===== src/rtl/perf_counter_unit.sv =====
// Retirement/instruction-class performance counters with registered readback.
// Optional sampling-window logic is compiled in when PERF_WINDOW_EN is defined.
module perf_counter_unit #(
  parameter int CNT_WIDTH     = 32,
  parameter int WINDOW_CYCLES = 1000
) (
  input  logic                 clk_i,
  input  logic                 reset_n_i,
  input  logic                 valid_wb_i,
  input  logic                 stall_wb_i,
  input  logic [31:0]          instr_wb_i,
  input  logic                 clear_i,
  input  logic                 freeze_i,
  input  logic [2:0]           sel_i,
  output logic [CNT_WIDTH-1:0] rd_data_o,
  output logic                 window_done_o,
  output logic [CNT_WIDTH-1:0] window_retire_o
);

  localparam logic [CNT_WIDTH-1:0] CNT_ZERO  = {CNT_WIDTH{1'b0}};
  localparam logic [CNT_WIDTH-1:0] CNT_MAX   = {CNT_WIDTH{1'b1}};
  localparam logic [CNT_WIDTH-1:0] CNT_ONE   = {{(CNT_WIDTH-1){1'b0}}, 1'b1};
  localparam logic [31:0]          NOP_INSTR = 32'h0000_0013;

  localparam logic [2:0] IDX_CYCLE  = 3'd0;
  localparam logic [2:0] IDX_RETIRE = 3'd1;
  localparam logic [2:0] IDX_ALU    = 3'd2;
  localparam logic [2:0] IDX_LOAD   = 3'd3;
  localparam logic [2:0] IDX_STORE  = 3'd4;
  localparam logic [2:0] IDX_BRANCH = 3'd5;
  localparam logic [2:0] IDX_OTHER  = 3'd6;
  localparam logic [2:0] IDX_NONE   = 3'd7;

  function automatic logic [CNT_WIDTH-1:0] sat_inc(input logic [CNT_WIDTH-1:0] v);
    return (v == CNT_MAX) ? v : v + CNT_ONE;
  endfunction

  logic                 retire_s;
  logic [2:0]           class_idx_s;
  logic [CNT_WIDTH-1:0] cnt_q [7];
  logic [CNT_WIDTH-1:0] cnt_d [7];
  logic [CNT_WIDTH-1:0] rd_data_q;
  logic [CNT_WIDTH-1:0] rd_data_d;

  assign retire_s = valid_wb_i & ~stall_wb_i & (instr_wb_i != NOP_INSTR);

  // Opcode to instruction-class counter index.
  always_comb begin
    class_idx_s = IDX_OTHER;
    case (instr_wb_i[6:0])
      7'b0110011, 7'b0010011, 7'b0010111, 7'b0110111: class_idx_s = IDX_ALU;
      7'b1100011, 7'b1101111, 7'b1100111:             class_idx_s = IDX_BRANCH;
      7'b0000011:                                     class_idx_s = IDX_LOAD;
      7'b0100011:                                     class_idx_s = IDX_STORE;
      default:                                        class_idx_s = IDX_OTHER;
    endcase
  end

  // Counter next-state: clear beats freeze beats increment.
  always_comb begin
    for (int i = 0; i < 7; i++) begin
      cnt_d[i] = cnt_q[i];
    end
    if (clear_i) begin
      for (int i = 0; i < 7; i++) begin
        cnt_d[i] = CNT_ZERO;
      end
    end else if (!freeze_i) begin
      cnt_d[IDX_CYCLE] = sat_inc(cnt_q[IDX_CYCLE]);
      if (retire_s) begin
        cnt_d[IDX_RETIRE]  = sat_inc(cnt_q[IDX_RETIRE]);
        cnt_d[class_idx_s] = sat_inc(cnt_q[class_idx_s]);
      end else begin
        cnt_d[IDX_RETIRE] = cnt_q[IDX_RETIRE];
      end
    end else begin
      cnt_d[IDX_CYCLE] = cnt_q[IDX_CYCLE];
    end
  end

  // Readback mux samples the pre-update counter value.
  always_comb begin
    if (sel_i == IDX_NONE) begin
      rd_data_d = CNT_ZERO;
    end else begin
      rd_data_d = cnt_q[sel_i];
    end
  end

  // Counter and readback registers.
  always_ff @(posedge clk_i or negedge reset_n_i) begin
    if (!reset_n_i) begin
      for (int i = 0; i < 7; i++) begin
        cnt_q[i] <= CNT_ZERO;
      end
      rd_data_q <= CNT_ZERO;
    end else begin
      for (int i = 0; i < 7; i++) begin
        cnt_q[i] <= cnt_d[i];
      end
      rd_data_q <= rd_data_d;
    end
  end

  assign rd_data_o = rd_data_q;

`ifdef PERF_WINDOW_EN
  localparam logic [CNT_WIDTH-1:0] WIN_LAST = CNT_WIDTH'(WINDOW_CYCLES - 1);

  logic [CNT_WIDTH-1:0] win_cnt_q;
  logic [CNT_WIDTH-1:0] win_cnt_d;
  logic [CNT_WIDTH-1:0] win_acc_q;
  logic [CNT_WIDTH-1:0] win_acc_d;
  logic [CNT_WIDTH-1:0] win_retire_q;
  logic [CNT_WIDTH-1:0] win_retire_d;
  logic                 win_done_q;
  logic                 win_done_d;
  logic [CNT_WIDTH-1:0] acc_next_s;

  // Window next-state; the closing edge's own retire joins the published total.
  always_comb begin
    acc_next_s   = retire_s ? sat_inc(win_acc_q) : win_acc_q;
    win_cnt_d    = win_cnt_q;
    win_acc_d    = win_acc_q;
    win_retire_d = win_retire_q;
    win_done_d   = 1'b0;
    if (clear_i) begin
      win_cnt_d = CNT_ZERO;
      win_acc_d = CNT_ZERO;
    end else if (freeze_i) begin
      win_cnt_d = win_cnt_q;
    end else if (win_cnt_q == WIN_LAST) begin
      win_cnt_d    = CNT_ZERO;
      win_acc_d    = CNT_ZERO;
      win_retire_d = acc_next_s;
      win_done_d   = 1'b1;
    end else begin
      win_cnt_d = win_cnt_q + CNT_ONE;
      win_acc_d = acc_next_s;
    end
  end

  // Window registers.
  always_ff @(posedge clk_i or negedge reset_n_i) begin
    if (!reset_n_i) begin
      win_cnt_q    <= CNT_ZERO;
      win_acc_q    <= CNT_ZERO;
      win_retire_q <= CNT_ZERO;
      win_done_q   <= 1'b0;
    end else begin
      win_cnt_q    <= win_cnt_d;
      win_acc_q    <= win_acc_d;
      win_retire_q <= win_retire_d;
      win_done_q   <= win_done_d;
    end
  end

  assign window_done_o   = win_done_q;
  assign window_retire_o = win_retire_q;
`else
  assign window_done_o   = 1'b0;
  assign window_retire_o = CNT_ZERO;
`endif

endmodule


===== config.mk =====
export PLATFORM = sky130hd
export DESIGN_NAME = perf_counter_unit
export DESIGN_NICKNAME = d
export VERILOG_FILES = /design/src/rtl/perf_counter_unit.sv
export SDC_FILE = /design/constraint.sdc
export NUM_CORES = 1
export LEC_CHECK = 0
export CAP_MARGIN = 0
export CORE_ASPECT_RATIO = 0.6
export CORE_MARGIN = 5
export CORE_UTILIZATION = 60
export CTS_CLUSTER_DIAMETER = 30
export CTS_CLUSTER_SIZE = 40
export DETAILED_ROUTE_END_ITERATION = 8
export PLACE_DENSITY_LB_ADDON = 0.2
export SYNTH_ARGS = -nofsm -noshare
export SYNTH_HDL_FRONTEND = slang
export SYNTH_SLANG_ARGS = --single-unit

===== constraint.sdc =====
create_clock -name clk_i -period 3.85 [get_ports clk_i]
set_input_delay 0.385 -clock clk_i [delete_from_list [all_inputs] [get_ports clk_i]]
set_output_delay 0.385 -clock clk_i [all_outputs]
set_load 0.02 [all_outputs]

Yosys cells after proc, flatten, opt, wreduce, memory -nomap -nowiden
Index checks and enable logic that the tools add are counted.
Cells by class
  reduce and logical (&&, ||, !) cells: 5
  order comparisons: 3
  bitwise operators: 5
  add/subtract/negate cells: 3
  equal/unequal tests: 15
  multiplexer cells: 20
Operator list (number)
  32-bit two-way mux: 12
  224-bit bitwise mux: 1
  224-bit two-way mux: 1
  32-bit binary-select mux with 3-bit select: 2
  192-bit two-way mux: 1
  160-bit two-way mux: 1
  32-bit by 1-bit adder with 32-bit output (second input constant): 3
  32-bit demux with 3-bit select: 1
  32-bit equality test (second input constant): 3
  32-bit by 5-bit inequality test with 1-bit output (second input constant): 1
  7-bit by 6-bit equality test with 1-bit output (second input constant): 3
  7-bit equality test (second input constant): 3
  7-bit by 5-bit equality test with 1-bit output (second input constant): 2
  3-bit case mux with 4 select lines: 1
  4-bit >= comparator (second input constant): 2
  3-bit NOT with 4-bit output: 2
  7-bit by 2-bit equality test with 1-bit output (second input constant): 1
  4-bit by 1-bit less-than comparator with 1-bit output (second input constant): 1
  4-bit OR reduction: 1
  3-bit equality test (second input constant): 1
  3-bit OR reduction: 1
  1-bit bitwise AND: 2
  2-bit inequality test (second input constant): 1
  2-bit AND reduction: 1
  3 further kinds: 3
Storage, ports and cells
  output and inout port bits: 65
  logic and storage cells: 59
  input bits: 41
  bits in registers: 256

Longest topological paths before layout
  depth in word-level cells: 13
  gate-level depth with buffers: 21
  mapped depth without buffers: 16

Worst setup path after synthesis
OpenSTA, ideal clock, no wires.
  path kind: in2reg
  start point: input port instr_wb_i[4]
  end point: register cnt_q[62] in the netlist's numbering
  slack: -0.199 ns
  path buffers: 4
  setup time: 0.065 ns
  cell stages on the path: 18
  arrival time: 3.985 ns
  required time: 3.785 ns
  cell sequence: buf_2 -> nand4b_4 -> nor3_1 -> buf_2 -> nor2_1 -> clkbuf_1 -> buf_1 -> nand2_1 -> a21boi_0 -> ha_1 -> and2_1 -> o221ai_1 -> o22ai_1 -> nand3_1 -> or3_4 -> or3_1 -> a21oi_2 -> a31o_2
On the way
  word-level cells in the longest chain between the ends: 13
  elaborated cells on any way between the ends: 32
  those cells by class: 1 x add/sub; 2 x order compare; 11 x eq/ne; 11 x mux; 2 x bitwise; 5 x reduce/logical
RTL lines
  start: declaration: RTL line 11  | input logic [31:0] instr_wb_i,
  7-bit by 6-bit equality test with 1-bit output (tied with other cells): RTL line 50  | case (instr_wb_i[6:0])
  4-bit OR reduction / 3-bit OR reduction (equally long branches): RTL line 50
  3-bit case mux with 4 select lines: RTL line 50
  3-bit NOT with 4-bit output (implied by the code): RTL line 72  | cnt_d[class_idx_s] = sat_inc(cnt_q[class_idx_s]);
  32-bit binary-select mux with 3-bit select: RTL line 72
  32-bit two-way mux (implied by the code) (2 in a row): RTL line 72
  32-bit by 1-bit adder with 32-bit output / 32-bit equality test (equally long branches): RTL line 35  | return (v == CNT_MAX) ? v : v + CNT_ONE;
  32-bit two-way mux: RTL line 35
  224-bit bitwise mux: RTL line 72
  160-bit two-way mux: RTL line 70  | if (retire_s) begin
  192-bit two-way mux: RTL line 68  | end else if (!freeze_i) begin
  224-bit two-way mux: RTL line 64  | if (clear_i) begin
  end signal: indexed assignment: RTL line 99  | cnt_q[i] <= cnt_d[i];
  end: declaration: RTL line 40  | logic [CNT_WIDTH-1:0] cnt_q [7];
Several ways; a longest one is shown, not always the timed one. The select of a mux whose other input is x is not followed.
A chain may end at the register's enable or synchronous reset.

Final worst setup path
  start point: input port instr_wb_i[5]
  end point: register cnt_q[17] in the netlist's numbering
The elaborated chain is that of the path after synthesis.

==> out/qor.yml <==
setup_path:
  crit_type: "input pin to flop"
  required_ns: 4.25
  critPathLaunchType: "input pin"
  cp.arrival_ns: 4.13
  worstPathMaxFanout: 8
  reg2reg_slack_ns: 0.45
  crit_path_end_kind: "flop"
die:
  core.rowCount: 44
  start_util_pct: 60.37
  die_h_um: 130.4
  dieWidth_um: 210.6
  core_area_um2: 24000
  io_pins: 106
  dieArea_um2: 27460
layout:
  fin_nets: 1763
  fin_util_pct: 75.50
  fillers: 1705
  drive_gt1_share_pct: 22.67
  final_cells: 2073
  syn_to_final_growth_pct: 25.07
  insertedDiodeCount: 0
sta:
  finalSetupViolations: 0
  hold_violations: 0
  fin_skew_ns: 0.01776
  whs_ns: 0.4037
  period_minus_slack_ns: 3.732
  fmax_mhz: 268.0
  maxSlewHeadroom_pct: 11.53
  fin_crit_sh_pct: 96.93
  final.setup.tns_ns: 0
  drv_slew: 0
  worst_pin_slew_ns: 1.317
  worst_slack_ns: 0.1183
global_routing:
  grt_usage_pct: 37.77
  grt_max_degree: 120
  grt_pass1_vias: 13409
  grt_pass1_wl_um: 79630
  grt-ovfl-total: 0
  antenna_found_initial: 2
clock_tree:
  cts-root-buf: "clkbuf_16"
  ctsLongestPathBuffers: 3
  cts.clk_slew.worst_paths_ns: 0.06
  tritoncts: "done"
  cts_buffers: 42
  clkSinkCount: 256
  htree_levels: 2
  insertion_delay_ns: 0.55
synth:
  syn_inst: 1512
  synth_common_cells: "dfrtp_1, nand2_1, nor2_1"
  synthFlopType: "dfrtp_1"
  synth-edff-count: 0
  ys_ff_latch: 256
  synthMostInstantiatedCell: "dfrtp_1"
  synth_largest_area_cell: "dfrtp_1"
  synth_top_cell_area_share_pct: 44.21
  syn_area_per_cell_um2: 9.583
  ys_top_cells_by_area: "dfrtp_1, nand2_1, mux4_2, o21ai_0, nor2_1"
  yosys_warnings: 0
  synthArstFlopShare_pct: 100.0
  syn_area_um2: 14490
  seq_area_frac_synth_pct: 44.21
  synth_cell_types: 77
power:
  peakVddDrop_v: 0.0003179
  power_density_nw_per_um2: 383.6
  p_leak_uw: 0.007942
run_status:
  outcome: "complete, no violations"
hold_path:
  hp-class: "input pin to flop"
placement:
  place_ws_ns: -0.4275
  place_hpwl_um: 35290
  place.gp.congestion: 1.049
  port-buffer-count: 72
  dpl.cell_count: 1993
route:
  drc: 0
  routedWlPerCell_um: 24.82
  initialDrtViolationCount: 1834
  drt-total-wl_um: 51440
  ant_nets: 0
  vias_per_cell: 6.567
  dr.pass1.iters: 6
  num_vias: 13614
run:
  drv_cap: 0
[path summary, 6_finish.rpt]
path / from / to / cells after the start
worst max register to register: cnt_q[205]$_DFFE_PN0N_ / cnt_q[207]$_DFFE_PN0N_ / 12
worst min register to register: cnt_q[80]$_DFFE_PN0P_ / cnt_q[80]$_DFFE_PN0P_ / 2
min in group asynchronous: reset_n_i / cnt_q[202]$_DFFE_PN0N_ / 2
worst min-delay path: clear_i / cnt_q[160]$_DFFE_PN0P_ / 2
worst max-delay path: instr_wb_i[5] / cnt_q[17]$_DFFE_PN0P_ / 13
max in group asynchronous: reset_n_i / cnt_q[16]$_DFFE_PN0P_ / 3
[cell families (layout without fill, tap and decap cells)]
| family | after synthesis | count (layout) | synth area share, % |
|---|---|---|---|
| and+or+nand+nor | 552 | 552 | 18.44 |
| AOI/OAI and AO/OA | 357 | 357 | 16.10 |
| DFF | 256 | 256 | 44.21 |
| buffers and inverters | 145 | 352 | 4.896 |
| muxes | 119 | 119 | 11.30 |
| xor gates and xnor gates | 79 | 79 | 4.775 |
| adders and majority gates | 3 | 3 | 0.2591 |
| other | 1 | 33 | 0.02588 |
[what timing repair did]
item / in CTS / in global routing
hold buffers: 1 / 0
endpoints found under the setup margin: 0 / 119
buffers inserted: 0 / 3
resized for setup: 0 / 6
hold endpoints to repair: 42 / 0
[flip-flops by register name, summed over array words and instances (netlist names)]
| signal | count |
|---|---|
| cnt_q | 224 |
| rd_data_o | 32 |
[final cells by class]
cell class	count	area, um2	area share [%]
sequential	256	6406	35.35
tap	322	402.9	2.223
inverter	7	26.28	0.1450
clock buffer	54	1197	6.607
clock inverter	22	212.7	1.174
timing repair buffer	269	2317	12.79
multi-input combinational	1143	7560	41.71
[worst max-delay path, cell delays in order]
cell and delay, ns:
clkdlybuf4s50_1 0.68, and4b_2 0.40, buf_12 0.15, nand4_1 0.12
a2111oi_0 0.51, nor4_1 0.20, nor4b_4 0.38, nand3_1 0.21
buf_4 0.22, nor3b_1 0.35, xnor2_1 0.11, nor2_1 0.26
o21ai_0 0.16
[power by group]
part	switching, uW	total [uW]	internal (uW)	leakage (uW)
combinational	323	485	162	0.00368
sequential	9.17	2710	2700	0.00357
clock	1410	3760	2350	0.000685
total	1740	6950	5210	0.00794
[metrics by stage]
step | power, uW | area [um2]
detailed placement | 3223 | 16640
CTS | 6964 | 18060
floorplan | 2998 | 14620
global route | 7143 | 18120
global placement | 3217 | 16640
finish | 6953 | 18120
[cells in the final DEF (no fill, tap or decap), types with 11 or more instances in the layout]
cell	netlist	routed
dfrtp_1	256	256
nand2_1	194	194
buf_4	38	188
nor2_1	148	146
o21ai_0	124	124
clkdlybuf4s50_1	0	67
xor2_1	55	55
mux2i_1	50	50
a21oi_1	48	45
clkbuf_16	0	43
mux2_2	37	37
nand3_1	38	37
nand4_1	34	34
conb_1	1	33
mux4_2	32	32
a211oi_1	32	32
xnor2_1	24	24
nor3_1	24	22
a22o_1	22	22
o21ai_1	22	22
and3_1	21	21
nor4_1	14	13
a211oi_2	13	13
or3_1	12	12
nor2_2	10	11
o31ai_1	11	11
[routing by layer]
layer  part of all wire, %  vias up  global-route usage (%)
li1                      -     5839                       -
met3                    16      159                   16.01
met1                    40     6611                   53.65
met2                    41     1003                   52.51
met5                 0.025        -                       0
met4                   3.3        2                   12.84
(Power assumes the default switching activity.)
